File: config.mk
export PLATFORM = sky130hd
export DESIGN_NAME = button_conditioner
export DESIGN_NICKNAME = d
export VERILOG_FILES = /design/src/rtl/button_conditioner.sv
export SDC_FILE = /design/constraint.sdc
export NUM_CORES = 1
export LEC_CHECK = 0
export CAP_MARGIN = 20
export CORE_UTILIZATION = 45
export DETAILED_ROUTE_END_ITERATION = 7
export SETUP_SLACK_MARGIN = 0.4
export SLEW_MARGIN = 25
export SYNTH_ARGS = -nofsm -noshare
export SYNTH_HDL_FRONTEND = slang
export SYNTH_SLANG_ARGS = --single-unit
File: constraint.sdc
create_clock -name i_clk -period 3.12 [get_ports i_clk]
set_input_delay 0.624 -clock i_clk [delete_from_list [all_inputs] [get_ports i_clk]]
set_output_delay 0.624 -clock i_clk [all_outputs]
set_load 0.005 [all_outputs]
File: src/rtl/button_conditioner.sv
// Pushbutton front end: 2-flop sync, per-button debounce FSM, mode toggle and up/down decode.
// Define UD_LATCH_EN to latch the up/down direction on press instead of level decoding it.

module button_debounce #(
    parameter int DEBOUNCE_CYCLES = 1000000
) (
    input  logic clk_i,
    input  logic rst_ni,
    input  logic sync_i,
    output logic level_o
);

    localparam int CNT_W = $clog2(DEBOUNCE_CYCLES);
    localparam logic [CNT_W-1:0] CNT_MAX = CNT_W'(DEBOUNCE_CYCLES - 1);
    localparam logic [CNT_W-1:0] CNT_ONE = CNT_W'(1);

    typedef enum logic [1:0] {
        STABLE_LOW,
        CHECK_HIGH,
        STABLE_HIGH,
        CHECK_LOW
    } state_t;

    state_t           state_q;
    logic [CNT_W-1:0] cnt_q;
    logic             level_q;

    always_ff @(posedge clk_i or negedge rst_ni) begin
        if (!rst_ni) begin
            state_q <= STABLE_LOW;
            cnt_q   <= '0;
            level_q <= 1'b0;
        end else begin
            unique case (state_q)
                STABLE_LOW: begin
                    if (sync_i) begin
                        state_q <= CHECK_HIGH;
                        cnt_q   <= CNT_ONE;
                    end
                end
                CHECK_HIGH: begin
                    // A bounce back low restarts the qualification window.
                    if (!sync_i) begin
                        state_q <= STABLE_LOW;
                        cnt_q   <= '0;
                    end else if (cnt_q == CNT_MAX) begin
                        state_q <= STABLE_HIGH;
                        level_q <= 1'b1;
                        cnt_q   <= '0;
                    end else begin
                        cnt_q <= cnt_q + CNT_ONE;
                    end
                end
                STABLE_HIGH: begin
                    if (!sync_i) begin
                        state_q <= CHECK_LOW;
                        cnt_q   <= CNT_ONE;
                    end
                end
                CHECK_LOW: begin
                    if (sync_i) begin
                        state_q <= STABLE_HIGH;
                        cnt_q   <= '0;
                    end else if (cnt_q == CNT_MAX) begin
                        state_q <= STABLE_LOW;
                        level_q <= 1'b0;
                        cnt_q   <= '0;
                    end else begin
                        cnt_q <= cnt_q + CNT_ONE;
                    end
                end
                default: begin
                    state_q <= STABLE_LOW;
                    cnt_q   <= '0;
                    level_q <= 1'b0;
                end
            endcase
        end
    end

    assign level_o = level_q;

endmodule

module button_conditioner #(
    parameter int DEBOUNCE_CYCLES = 1000000,
    parameter bit BTN_ACTIVE_LOW  = 1'b0
) (
    input  logic       i_clk,
    input  logic       i_rst_n,
    input  logic       i_btn_mode,
    input  logic       i_btn_up,
    input  logic       i_btn_down,
    output logic       o_mode,
    output logic       o_mode_pulse,
    output logic [1:0] o_incr_decr
);

    // Button order in the vectors below: [2]=mode, [1]=down, [0]=up.
    logic [2:0] raw;
    logic [2:0] sync1_q;
    logic [2:0] sync2_q;
    logic [2:0] sync_x;
    logic [2:0] deb;
    logic [2:0] deb_prev_q;
    logic [2:0] rise;

    logic       mode_q;
    logic       mode_pulse_q;
    logic [1:0] ud_q;

    assign raw = {i_btn_mode, i_btn_down, i_btn_up};

    always_ff @(posedge i_clk or negedge i_rst_n) begin
        if (!i_rst_n) begin
            sync1_q <= '0;
            sync2_q <= '0;
        end else begin
            sync1_q <= raw;
            sync2_q <= sync1_q;
        end
    end

    assign sync_x = BTN_ACTIVE_LOW ? ~sync2_q : sync2_q;

    for (genvar g = 0; g < 3; g++) begin : g_deb
        button_debounce #(
            .DEBOUNCE_CYCLES(DEBOUNCE_CYCLES)
        ) u_deb (
            .clk_i  (i_clk),
            .rst_ni (i_rst_n),
            .sync_i (sync_x[g]),
            .level_o(deb[g])
        );
    end

    assign rise = deb & ~deb_prev_q;

    always_ff @(posedge i_clk or negedge i_rst_n) begin
        if (!i_rst_n) begin
            deb_prev_q   <= '0;
            mode_q       <= 1'b0;
            mode_pulse_q <= 1'b0;
            ud_q         <= 2'b00;
        end else begin
            deb_prev_q   <= deb;
            mode_pulse_q <= rise[2];
            if (rise[2]) begin
                mode_q <= ~mode_q;
            end
`ifdef UD_LATCH_EN
            // A mode change takes priority and clears any latched direction.
            if (rise[2]) begin
                ud_q <= 2'b00;
            end else if (rise[0] && rise[1]) begin
                ud_q <= 2'b00;
            end else if (rise[0]) begin
                ud_q <= 2'b01;
            end else if (rise[1]) begin
                ud_q <= 2'b10;
            end
`else
            ud_q <= {deb[1] & ~deb[0], deb[0] & ~deb[1]};
`endif
        end
    end

    assign o_mode       = mode_q;
    assign o_mode_pulse = mode_pulse_q;
    assign o_incr_decr  = ud_q;

endmodule
==> impl_metrics.toml <==
[floorplan]
start_util_pct = 46.8
io_pins = 9
core_um2 = 8810
dieHeight_um = 97.7
die-area_um2 = 9540
rows = 34
die_x_um = 97.7

[sta]
worst_pin_slew_ps = 826
tns_ps = 0
slew_headroom_pct = 44.9
fmax_mhz = 444
fin_crit_ps = 2250
final-hold-violation-count = 0
final.period_utilization_pct = 72.1
drv_slew = 0
setup_violations = 0
worst_hold_slack_ps = 288
skew_ps = 14.4
rsz0062_at_grt = "false"

[setup_path]
crit_fanout = 34
cp_data_arrival_time_ps = 2500
crit_required_ps = 3370
r2r_slack_ps = 870
critPathCaptureType = "register"
startpoint_type = "register"
r2r_cells = 5
critical_path_class = "register to register"

[synth]
ys_warn_count = 0
ys.flop_type = "dfrtp_1"
synthCells = 428
synth_nets = 436
synth_seq_area_share_pct = 48.6
ys_ff_latch = 80
syn_avg_cell_area_um2 = 9.63
ys_types = 55
synthArstFlopShare_pct = 100
synth-edff-count = 0
netlist_area_um2 = 4120

[clock_tree]
htree_levels = 3
cts_tree = "built"
cts-resized-gates = 0
clock-sinks = 80
clock_path_buffers = 2
cts_root_buffer = "clkbuf_8"
cts_hold_buf = 0
clock_latency_ps = 360
numCtsBuffers = 9
cts_setup_buffers = 0
clkTransAtPathRegs_ps = 90

[pwr]
vdd.ir_drop.worst_mv = 0.326
power.leakage_nw = 1.83
powerDensity_nw_per_um2 = 525

[cells_and_area]
nets = 442
final_common_cell = "dfrtp_1"
layout-drive-gt1-share_pct = 8.43
regArea_um2 = 2000
multiInputGateArea_um2 = 1990
antenna_cells = 0
layout_common_cells = "dfrtp_1, a31oi_1, nand2_1"
fillers = 814
area_growth_pct = 8.11
finalNonFillerCells = 547

[global_route]
use_met3_pct = 2.59
grt_use_met2_pct = 29.1
gr-total-overflow = 0
grt_pass1_vias = 3051
antenna_found_initial = 0
grt_max_degree = 81
grt_pass1_wl_um = 14000
gr-max-usage-layer = "met2"
use_met1_pct = 24.7
grt_usage_pct = 18.2

[routing]
num_vias = 3256
dr.first_iter.drc_count = 162
drtAntennaViolNets = 0
drt_drc_violations_left = 0
wl_um = 8060
dr.pass1.iters = 5
viasPerCell = 5.95
wl_per_cell_um = 14.7

[hold_path]
hp-class = "input pin to async pin"

[placed_design]
hpwl_um = 5340
dp_cells = 531
portBuffers = 8
gp_congestion = 0.788

[run_status]
status = "finished, final reports clean"

[run]
cap_violations = 0
[logic make-up after synthesis]
group | count (synthesis) | share of synthesized area [%]
simple gates | 175 | 24.2
compound gates | 132 | 20.1
flops | 80 | 48.6
buf+inv | 26 | 3.34
xor+xnor | 7 | 1.49
mux | 5 | 1.31
fa+ha+maj | 3 | 0.911
[registers in the layout (all words and copies together) (netlist names), named ones only]
| name | count |
|---|---|
| deb_prev_q | 1 |
| o_mode_pulse | 1 |
| o_incr_decr | 2 |
| g_deb.u_deb.level_o | 3 |
| sync1_q | 3 |
| g_deb.u_deb.state_q | 3 |
| g_deb.u_deb.cnt_q | 60 |
| o_mode | 1 |
| sync2_q | 3 |
[metal layers]
layer / vias up / wire length [um] / part of all wire [%]
met1: 1562 / 4020 / 50
met2: 43 / 3730 / 46
li1: 1641 / - / -
met4: 0 / 125 / 1.6
met3: 10 / 190 / 2.4
met5: - / 0 / 0
[power by group]
group	leakage, nW	internal, mW	switching (mW)
clock network	0.0966	0.314	0.436
registers	1.08	1.10	0.0898
logic	0.652	0.138	0.255
total	1.83	1.56	0.782
[Yosys cell counts (3+ instances only)]
cell type	count	area [um2]
nor2b_1	4	25.0
dfrtp_1	80	2000
nand4_1	14	87.6
a21oi_1	35	175
and3_1	11	68.8
buf_6	5	56.3
a31oi_1	42	263
a22o_1	5	43.8
nand2_1	42	158
clkbuf_1	7	26.3
inv_1	11	41.3
a21o_1	4	30.0
a41oi_1	11	96.3
nand3_1	32	160
ha_1	3	37.5
and4_1	3	26.3
or2b_1	6	45.0
nor3_1	5	25.0
nor2_1	25	93.8
o21ai_1	8	40.0
nor4_1	3	18.8
o21ai_0	14	70.1
nor4_2	4	50.1
xor2_1	6	52.6
nand2b_1	9	56.3
[worst max-delay path, stage by stage, from the launching register on]
cell and delay, ps:
dfrtp_1 460, or4_4 520, nor4b_4 400, a21oi_4 280
and3_1 250, a221o_1 250
[area by class of cell]
class / count / area share, %
sequential: 80 / 44.9
multi-input combinational: 322 / 44.6
tap: 108 / 3.03
clock buffer: 9 / 2.78
timing repair buffer: 10 / 2.16
clock inverter: 7 / 1.52
inverter: 11 / 0.927
[metrics by stage]
stage | power, mW | utilization [%] | setup WS (ps) | area [um2]
2_1_floorplan | 1.50 | - | 1160 | 4120
3_3_place_gp | 1.60 | 48.3 | 697 | 4250
3_5_place_dp | 1.61 | 48.4 | 864 | 4260
4_1_cts | 2.36 | 50.5 | 847 | 4450
5_1_grt | 2.48 | 50.6 | 727 | 4450
6_report | 2.34 | 50.6 | 869 | 4450
[worst paths after layout]
check	start	end
setup / recovery	g_deb[1].u_deb.cnt_q[10]	g_deb[1].u_deb.cnt_q[19]
hold / removal	i_rst_n	g_deb[1].u_deb.cnt_q[14]
setup reg to reg	g_deb[1].u_deb.cnt_q[10]	g_deb[1].u_deb.cnt_q[19]
hold reg to reg	sync1_q[2]	sync2_q[2]
max in group asynchronous	i_rst_n	g_deb[2].u_deb.cnt_q[8]
min in group i_clk	sync1_q[2]	sync2_q[2]
Power figures use the tool's default switching activity.
